<file path="config.mk">
export PLATFORM = sky130hd
export DESIGN_NAME = lcd_capture_flat
export DESIGN_NICKNAME = d
export VERILOG_FILES = /design/src/rtl/lcd_pkg.sv /design/src/rtl/lcd_capture_if.sv /design/src/rtl/edge_detect_sync.sv /design/src/rtl/lcd_capture.sv /design/src/flat_wrapper.sv
export SDC_FILE = /design/constraint.sdc
export NUM_CORES = 1
export LEC_CHECK = 0
export BUFFER_PORTS_ARGS = -buffer_cell sky130_fd_sc_hd__buf_4
export CAP_MARGIN = 10
export CORE_MARGIN = 2
export CORE_UTILIZATION = 50
export CTS_CLUSTER_SIZE = 30
export DETAILED_ROUTE_END_ITERATION = 7
export HOLD_SLACK_MARGIN = 0.05
export PLACE_DENSITY = 0.72
export SLEW_MARGIN = 5
export SYNTH_ARGS = -nofsm -noshare
export SYNTH_HDL_FRONTEND = slang
export SYNTH_SLANG_ARGS = --single-unit
</file>
<file path="constraint.sdc">
create_clock -name clock -period 2.4 [get_ports clock]
set_input_delay 0 -clock clock [delete_from_list [all_inputs] [get_ports clock]]
set_output_delay 0 -clock clock [all_outputs]
set_load 0.1 [all_outputs]
</file>
<file path="src/rtl/lcd_pkg.sv">
// Shared types and defaults for the LCD capture block.
// Latency: n/a (declarations only).
// Backpressure: n/a.
// Contents: default frame geometry, framebuffer bank address width,
// capture FSM state encoding and the 2-bit shade constants.
package lcd_pkg;

    localparam int H_PIXELS_DEF = 160;
    localparam int V_LINES_DEF  = 144;
    localparam int FB_ADDR_W    = 15;

    typedef enum logic {
        SYNC   = 1'b0,
        ACTIVE = 1'b1
    } state_t;

    typedef logic [1:0] shade_t;

    localparam shade_t SHADE_WHITE = 2'd0;
    localparam shade_t SHADE_LIGHT = 2'd1;
    localparam shade_t SHADE_DARK  = 2'd2;
    localparam shade_t SHADE_BLACK = 2'd3;

endpackage

</file>
<file path="src/rtl/lcd_capture_if.sv">
// Bundle between the LCD pixel source, the capture block and the framebuffer.
// Latency: n/a (wires only).
// Backpressure: none; the framebuffer must accept one write per cycle.
// Ports: pixel_data/pixel_clock/pixel_latch/vsync/clear_flags come from the
// source (master); fb_we/fb_addr/fb_data and status come from capture (slave).
interface lcd_capture_if
    import lcd_pkg::*;
#(
    parameter int ADDR_W = FB_ADDR_W
);

    shade_t            pixel_data;
    logic              pixel_clock;
    logic              pixel_latch;
    logic              vsync;
    logic              clear_flags;
    logic              fb_we;
    logic [ADDR_W:0]   fb_addr;
    shade_t            fb_data;
    logic              display_bank;
    logic              frame_done;
    logic              overrun;
    logic              underrun;

    modport master (
        output pixel_data, pixel_clock, pixel_latch, vsync, clear_flags,
        input  fb_we, fb_addr, fb_data, display_bank, frame_done, overrun, underrun
    );

    modport slave (
        input  pixel_data, pixel_clock, pixel_latch, vsync, clear_flags,
        output fb_we, fb_addr, fb_data, display_bank, frame_done, overrun, underrun
    );

endinterface

</file>
<file path="src/rtl/edge_detect_sync.sv">
// Two-flop register of a level strobe with a rising-edge pulse.
// Latency: input high at edge n gives o_rise high between edges n and n+1.
// Backpressure: none.
// Ports: clock, reset (sync, active-high), i_sig level in, o_rise pulse out.
module edge_detect_sync (
    input  logic clock,
    input  logic reset,
    input  logic i_sig,
    output logic o_rise
);

    logic r_s1;
    logic r_s2;

    always_ff @(posedge clock) begin
        if (reset) begin
            r_s1 <= 1'b0;
            r_s2 <= 1'b0;
        end else begin
            r_s1 <= i_sig;
            r_s2 <= r_s1;
        end
    end

    assign o_rise = r_s1 & ~r_s2;

endmodule

</file>
<file path="src/rtl/lcd_capture.sv">
// Turns the serial LCD pixel stream into writes on a double-buffered framebuffer.
// Latency: strobe sampled at edge n -> fb_we/fb_addr/fb_data valid after edge n+1.
// Backpressure: none; every accepted pixel is written in a single cycle.
// Ports: clock, reset (sync, active-high), bus (lcd_capture_if.slave).
module lcd_capture
    import lcd_pkg::*;
#(
    parameter int H_PIXELS = H_PIXELS_DEF,
    parameter int V_LINES  = V_LINES_DEF,
    parameter int ADDR_W   = FB_ADDR_W
) (
    input  logic         clock,
    input  logic         reset,
    lcd_capture_if.slave bus
);

    localparam logic [7:0]        H_LIM  = 8'(H_PIXELS);
    localparam logic [7:0]        V_LIM  = 8'(V_LINES);
    localparam logic [ADDR_W-1:0] H_STEP = ADDR_W'(H_PIXELS);

    logic w_pix_rise;
    logic w_latch_rise;
    logic w_vs_rise;

    // Pixel shade only needs the first stage: the write is launched from the
    // edge-detect cycle, where s1 holds the shade captured with the strobe.
    shade_t r_data_s1;

    state_t            r_state,  w_state_n;
    logic [7:0]        r_x,      w_x_n;
    logic [7:0]        r_y,      w_y_n;
    logic [ADDR_W-1:0] r_line_base, w_lb_n;
    logic              r_display_bank, w_bank_n;
    logic              r_fb_we,  w_we_n;
    logic [ADDR_W:0]   r_fb_addr, w_addr_n;
    shade_t            r_fb_data, w_data_n;
    logic              r_frame_done, w_done_n;
    logic              r_overrun,  w_ovr_n;
    logic              r_underrun, w_und_n;
    logic [7:0]        w_x_cur;
    logic [7:0]        w_y_cnt;

    edge_detect_sync u_pix_edge   (.clock(clock), .reset(reset), .i_sig(bus.pixel_clock), .o_rise(w_pix_rise));
    edge_detect_sync u_latch_edge (.clock(clock), .reset(reset), .i_sig(bus.pixel_latch), .o_rise(w_latch_rise));
    edge_detect_sync u_vs_edge    (.clock(clock), .reset(reset), .i_sig(bus.vsync),       .o_rise(w_vs_rise));

    always_comb begin
        w_state_n = r_state;
        w_x_n     = r_x;
        w_y_n     = r_y;
        w_lb_n    = r_line_base;
        w_bank_n  = r_display_bank;
        w_we_n    = 1'b0;
        w_addr_n  = r_fb_addr;
        w_data_n  = r_fb_data;
        w_done_n  = 1'b0;
        // Clear first, then any new error ORs back in, so a set wins.
        w_ovr_n   = r_overrun  & ~bus.clear_flags;
        w_und_n   = r_underrun & ~bus.clear_flags;
        w_x_cur   = r_x;
        w_y_cnt   = r_y;

        case (r_state)
            SYNC: begin
                // Hold off until a frame boundary so no partial frame is captured.
                if (w_vs_rise) begin
                    w_state_n = ACTIVE;
                    w_x_n     = '0;
                    w_y_n     = '0;
                    w_lb_n    = '0;
                end
            end
            ACTIVE: begin
                // A pixel landing with a latch or vsync belongs to the current line.
                if (w_pix_rise) begin
                    if (r_x < H_LIM && r_y < V_LIM) begin
                        w_we_n   = 1'b1;
                        w_addr_n = {~r_display_bank, r_line_base + ADDR_W'(r_x)};
                        w_data_n = r_data_s1;
                        w_x_cur  = r_x + 8'd1;
                    end else begin
                        w_ovr_n = 1'b1;
                    end
                end
                w_x_n = w_x_cur;

                if (w_vs_rise) begin
                    // A coincident latch still closes its line before the short-frame test.
                    w_y_cnt = (w_latch_rise && r_y < V_LIM) ? r_y + 8'd1 : r_y;
                    if (w_y_cnt < V_LIM) begin
                        w_und_n = 1'b1;
                    end
                    w_bank_n = ~r_display_bank;
                    w_done_n = 1'b1;
                    w_x_n    = '0;
                    w_y_n    = '0;
                    w_lb_n   = '0;
                end else if (w_latch_rise) begin
                    if (w_x_cur < H_LIM) begin
                        w_und_n = 1'b1;
                    end
                    w_x_n = '0;
                    if (r_y < V_LIM) begin
                        w_y_n  = r_y + 8'd1;
                        w_lb_n = r_line_base + H_STEP;
                    end else begin
                        w_ovr_n = 1'b1;
                    end
                end
            end
            default: w_state_n = SYNC;
        endcase
    end

    always_ff @(posedge clock) begin
        if (reset) begin
            r_data_s1      <= '0;
            r_state        <= SYNC;
            r_x            <= '0;
            r_y            <= '0;
            r_line_base    <= '0;
            r_display_bank <= 1'b0;
            r_fb_we        <= 1'b0;
            r_fb_addr      <= '0;
            r_fb_data      <= '0;
            r_frame_done   <= 1'b0;
            r_overrun      <= 1'b0;
            r_underrun     <= 1'b0;
        end else begin
            r_data_s1      <= bus.pixel_data;
            r_state        <= w_state_n;
            r_x            <= w_x_n;
            r_y            <= w_y_n;
            r_line_base    <= w_lb_n;
            r_display_bank <= w_bank_n;
            r_fb_we        <= w_we_n;
            r_fb_addr      <= w_addr_n;
            r_fb_data      <= w_data_n;
            r_frame_done   <= w_done_n;
            r_overrun      <= w_ovr_n;
            r_underrun     <= w_und_n;
        end
    end

    assign bus.fb_we        = r_fb_we;
    assign bus.fb_addr      = r_fb_addr;
    assign bus.fb_data      = r_fb_data;
    assign bus.display_bank = r_display_bank;
    assign bus.frame_done   = r_frame_done;
    assign bus.overrun      = r_overrun;
    assign bus.underrun     = r_underrun;

endmodule

</file>
<file path="src/flat_wrapper.sv">
// flat-port wrapper written by rule: the top's interface ports become plain ports
module lcd_capture_flat import lcd_pkg::*;
#(
    parameter int H_PIXELS = H_PIXELS_DEF,
    parameter int V_LINES  = V_LINES_DEF,
    parameter int ADDR_W   = FB_ADDR_W
)
  (clock, reset, bus_pixel_data, bus_pixel_clock, bus_pixel_latch, bus_vsync, bus_clear_flags, bus_fb_we, bus_fb_addr, bus_fb_data, bus_display_bank, bus_frame_done, bus_overrun, bus_underrun);
  lcd_capture_if #(.ADDR_W(ADDR_W)) bus_i ();
  input  logic clock;
  input  logic reset;
  input wire logic [$bits(bus_i.pixel_data)-1:0] bus_pixel_data;
  input wire logic [$bits(bus_i.pixel_clock)-1:0] bus_pixel_clock;
  input wire logic [$bits(bus_i.pixel_latch)-1:0] bus_pixel_latch;
  input wire logic [$bits(bus_i.vsync)-1:0] bus_vsync;
  input wire logic [$bits(bus_i.clear_flags)-1:0] bus_clear_flags;
  output wire logic [$bits(bus_i.fb_we)-1:0] bus_fb_we;
  output wire logic [$bits(bus_i.fb_addr)-1:0] bus_fb_addr;
  output wire logic [$bits(bus_i.fb_data)-1:0] bus_fb_data;
  output wire logic [$bits(bus_i.display_bank)-1:0] bus_display_bank;
  output wire logic [$bits(bus_i.frame_done)-1:0] bus_frame_done;
  output wire logic [$bits(bus_i.overrun)-1:0] bus_overrun;
  output wire logic [$bits(bus_i.underrun)-1:0] bus_underrun;
  assign bus_i.pixel_data = bus_pixel_data;
  assign bus_i.pixel_clock = bus_pixel_clock;
  assign bus_i.pixel_latch = bus_pixel_latch;
  assign bus_i.vsync = bus_vsync;
  assign bus_i.clear_flags = bus_clear_flags;
  assign bus_fb_we = bus_i.fb_we;
  assign bus_fb_addr = bus_i.fb_addr;
  assign bus_fb_data = bus_i.fb_data;
  assign bus_display_bank = bus_i.display_bank;
  assign bus_frame_done = bus_i.frame_done;
  assign bus_overrun = bus_i.overrun;
  assign bus_underrun = bus_i.underrun;
  lcd_capture #(.H_PIXELS(H_PIXELS), .V_LINES(V_LINES), .ADDR_W(ADDR_W)) u_core (.clock(clock), .reset(reset), .bus(bus_i));
endmodule
</file>
==> metrics.yaml <==
status:
  status: "completed"
cts:
  cts_tree: "done"
  cts_buffers: 9
  ctsResizeCount: 0
  cts_sinks: 58
  clk-insertion-delay-late_ns: 0.34
  clockBufferDepth: 2
  clockRootBuffer: "clkbuf_8"
  cts_htree_levels: 3
  clkSlewWorstSetupHoldPaths_ns: 0.07
floorplan:
  core_area_um2: 5075
  die_area_um2: 5854
  io_pins: 31
  fp.dieH_um: 76.51
  die_x_um: 76.51
  rows: 26
  start_util_pct: 51.80
worst_setup_path:
  regToRegSetupSlack_ns: 0.38
  startpoint: "u_core.r_x[5]"
  crit_fanout: 9
  r2r_cells: 5
  path_common_cell: "or3_1"
  crit_chain: "ha_1, a211oi_1, or3_1, or3_1, a311oi_1"
  critical_path_required_ns: 2.65
  cp_data_arrival_time_ns: 2.27
  crit_path_end_kind: "flop"
  cp-start-kind: "flop"
  cp_slowest_cell: "dfxtp_1"
  r2r-end: "u_core.bus.fb_addr[13]"
  cp_slowest_stage_delay_ns: 0.49
  critPathKind: "flop to flop"
  crit-reg2reg-launch: "u_core.r_x[5]"
route:
  drt_iter0_drc: 52
  m1WireLength_mm: 2.528
  routedWlPerCell_um: 13.08
  dr.pass1.iters: 4
  wl_met3_um: 177
  vias_per_cell: 5.478
  ant_nets: 0
  top_layer: "met4"
  drc: 0
  route.met2.wl_mm: 2.554
  vias: 2257
  routed_wl_mm: 5.387
grt:
  grt_max_degree: 39
  grt_pass1_vias: 2073
  grt.total_usage_pct: 19.94
  antenna_found_initial: 0
  grt_overflow: 0
  grt_first_pass_wirelength_mm: 9.287
run:
  max_cap_violations: 0
cells_and_area:
  num_antenna_cells: 0
  layout_commonest_cell: "dfxtp_1"
  drive_gt1_share_pct: 16.37
  mostFrequentLayoutCells: "58 x dfxtp_1, 34 x nand2_1, 33 x buf_4"
  design_area_um2: 3154
  area_growth_pct: 19.99
  n_fill_cell: 474
  final_nets: 351
placement:
  dpl_cell_area_um2: 2889
  dpl.hpwl_mm: 3.757
  place_congestion: 0.8296
  post-place-ws_ns: 0.3972
  port_buffers: 30
logic_synthesis:
  synth_edf_count: 0
  synth-seq-cells: 58
  ys_types: 50
  syn-num-nets: 316
  avgSynthCellArea_um2: 8.705
  yosysWarnings: 0
  synth_ff_type: "dfxtp_1"
  async_flop_share_pct: 0
  synth_area_um2: 2629
  postSynthCellCount: 302
  ys_seq_area_share_pct: 44.17
min_path:
  hold_path_class: "primary input to flop"
  min_to: "u_core.r_data_s1[0]"
  hold_path_depth: 3
  hp-start: "bus_pixel_data[0]"
power_and_ir_drop:
  power_density_nw_per_um2: 645.5
  p_total_mw: 2.036
  total_leakage_power_nw: 1.116
  vdd.ir_drop.worst_mv: 0.4795
sta:
  period_minus_slack_ns: 2.021
  worstMarginPinSlew_ns: 0.6333
  hold_violations: 0
  setup_viol: 0
  period_share_pct: 84.20
  fin_ws_ns: 0.3792
  relSlewSlack_pct: 57.68
  timing.fmax_mhz: 494.9
  rsz0062_at_grt: "false"
  drv_slew: 0
  fin_setup_tns_ns: 0
  finalClockSkew_ns: 0.007502
==> metrics by stage <==
step | cells | utilization [%] | hold WS (ns)
floorplan | 302 | - | 0.1282
global placement | 389 | 56.93 | 0.2103
detailed placement | 389 | 56.93 | 0.2151
CTS | 412 | 62.15 | 0.3973
global route | 412 | 62.15 | 0.4377
finish | 412 | 62.15 | 0.4144
==> layout make-up <==
type / instances / area [µm²] / share of cell area [%]
repair buffers: 40 / 317.8 / 10.08
clock inverters: 5 / 53.80 / 1.706
clock buffers: 11 / 141.4 / 4.482
inverters: 5 / 18.77 / 0.5950
well taps: 70 / 87.58 / 2.777
multi-input cells: 223 / 1374 / 43.55
flip-flops and latches: 58 / 1161 / 36.81
==> registers in the layout, indices dropped and copies added (netlist names), 2 cells and up <==
name	flops
u_core.bus.fb_addr	16
u_core.r_x	8
u_core.r_line_base	10
u_core.r_data_s1	2
u_core.r_y	8
u_core.bus.fb_data	2
==> cell families after synthesis <==
group                    count (synthesis)  share of synthesized area (%)
AND/OR/NAND/NOR                        133                          26.08
AO/OA/AOI/OAI                           64                          16.56
flip-flops                              58                          44.17
buffers and inverters                   21                          3.570
XOR/XNOR                                18                          5.997
adder cells (fa/ha/maj)                  6                          2.856
multiplexers                             2                         0.7616
==> cell usage after synthesis (all sizes together) (2+ instances only) <==
| master | count | area [µm²] |
|---|---|---|
| nor2 | 32 | 120.1 |
| xor2 | 4 | 35.03 |
| or3 | 4 | 25.02 |
| buf | 7 | 41.29 |
| or4 | 7 | 52.55 |
| nor2b | 13 | 81.33 |
| nor3 | 10 | 50.05 |
| nor3b | 2 | 15.01 |
| nand2b | 5 | 31.28 |
| o21ai | 9 | 45.04 |
| inv | 5 | 18.77 |
| mux2i | 2 | 20.02 |
| o31ai | 7 | 66.31 |
| nand3 | 13 | 90.08 |
| a311oi | 2 | 17.52 |
| nand2 | 34 | 127.6 |
| a31oi | 4 | 25.02 |
| a21oi | 21 | 105.1 |
| nor4 | 4 | 25.02 |
| nand4 | 2 | 12.51 |
| o211ai | 3 | 22.52 |
| and3 | 2 | 13.77 |
| a211oi | 7 | 52.55 |
| xnor2 | 14 | 122.6 |
| and4 | 2 | 18.77 |
| ha | 6 | 75.07 |
| clkbuf | 9 | 33.78 |
| dfxtp | 58 | 1161 |
==> worst max path at each step <==
stage | endpoint | depth (start not counted)
6_report | u_core.bus.fb_addr[13] | 5
4_1_cts | u_core.bus.fb_addr[13] | 5
2_1_floorplan | u_core.bus.fb_addr[13] | 6
3_5_place_dp | u_core.bus.fb_addr[13] | 5
3_3_place_gp | u_core.bus.fb_addr[14] | 5
5_1_grt | u_core.bus.fb_addr[14] | 5
==> worst max-delay path, delay by kind of cell (launching register included) <==
family,cells,cell delay [ns]
DFF,1,0.49
AOI/OAI and AO/OA,2,0.40
adders and majority gates,1,0.26
and+or+nand+nor,2,0.78
==> routing by layer <==
| metal | GRT usage [%] | vias up |
|---|---|---|
| met1 | 23.38 | 1061 |
| met3 | 3.673 | 13 |
| li1 | - | 1154 |
| met4 | 13.82 | 0 |
| met2 | 32.92 | 29 |
| met5 | 0 | - |
==> repair_timing <==
action / in CTS / in global routing
endpoints found under the hold margin: 9 / 0
buffers inserted: 0 / 0
hold buffers: 7 / 0
==> report_power, final <==
part	switching [mW]	leakage, nW	internal (mW)
Combinational	0.111	0.543	0.0462
Clock	0.387	0.103	0.504
Sequential	0.00913	0.470	0.979
Power figures use the tool's default switching activity.
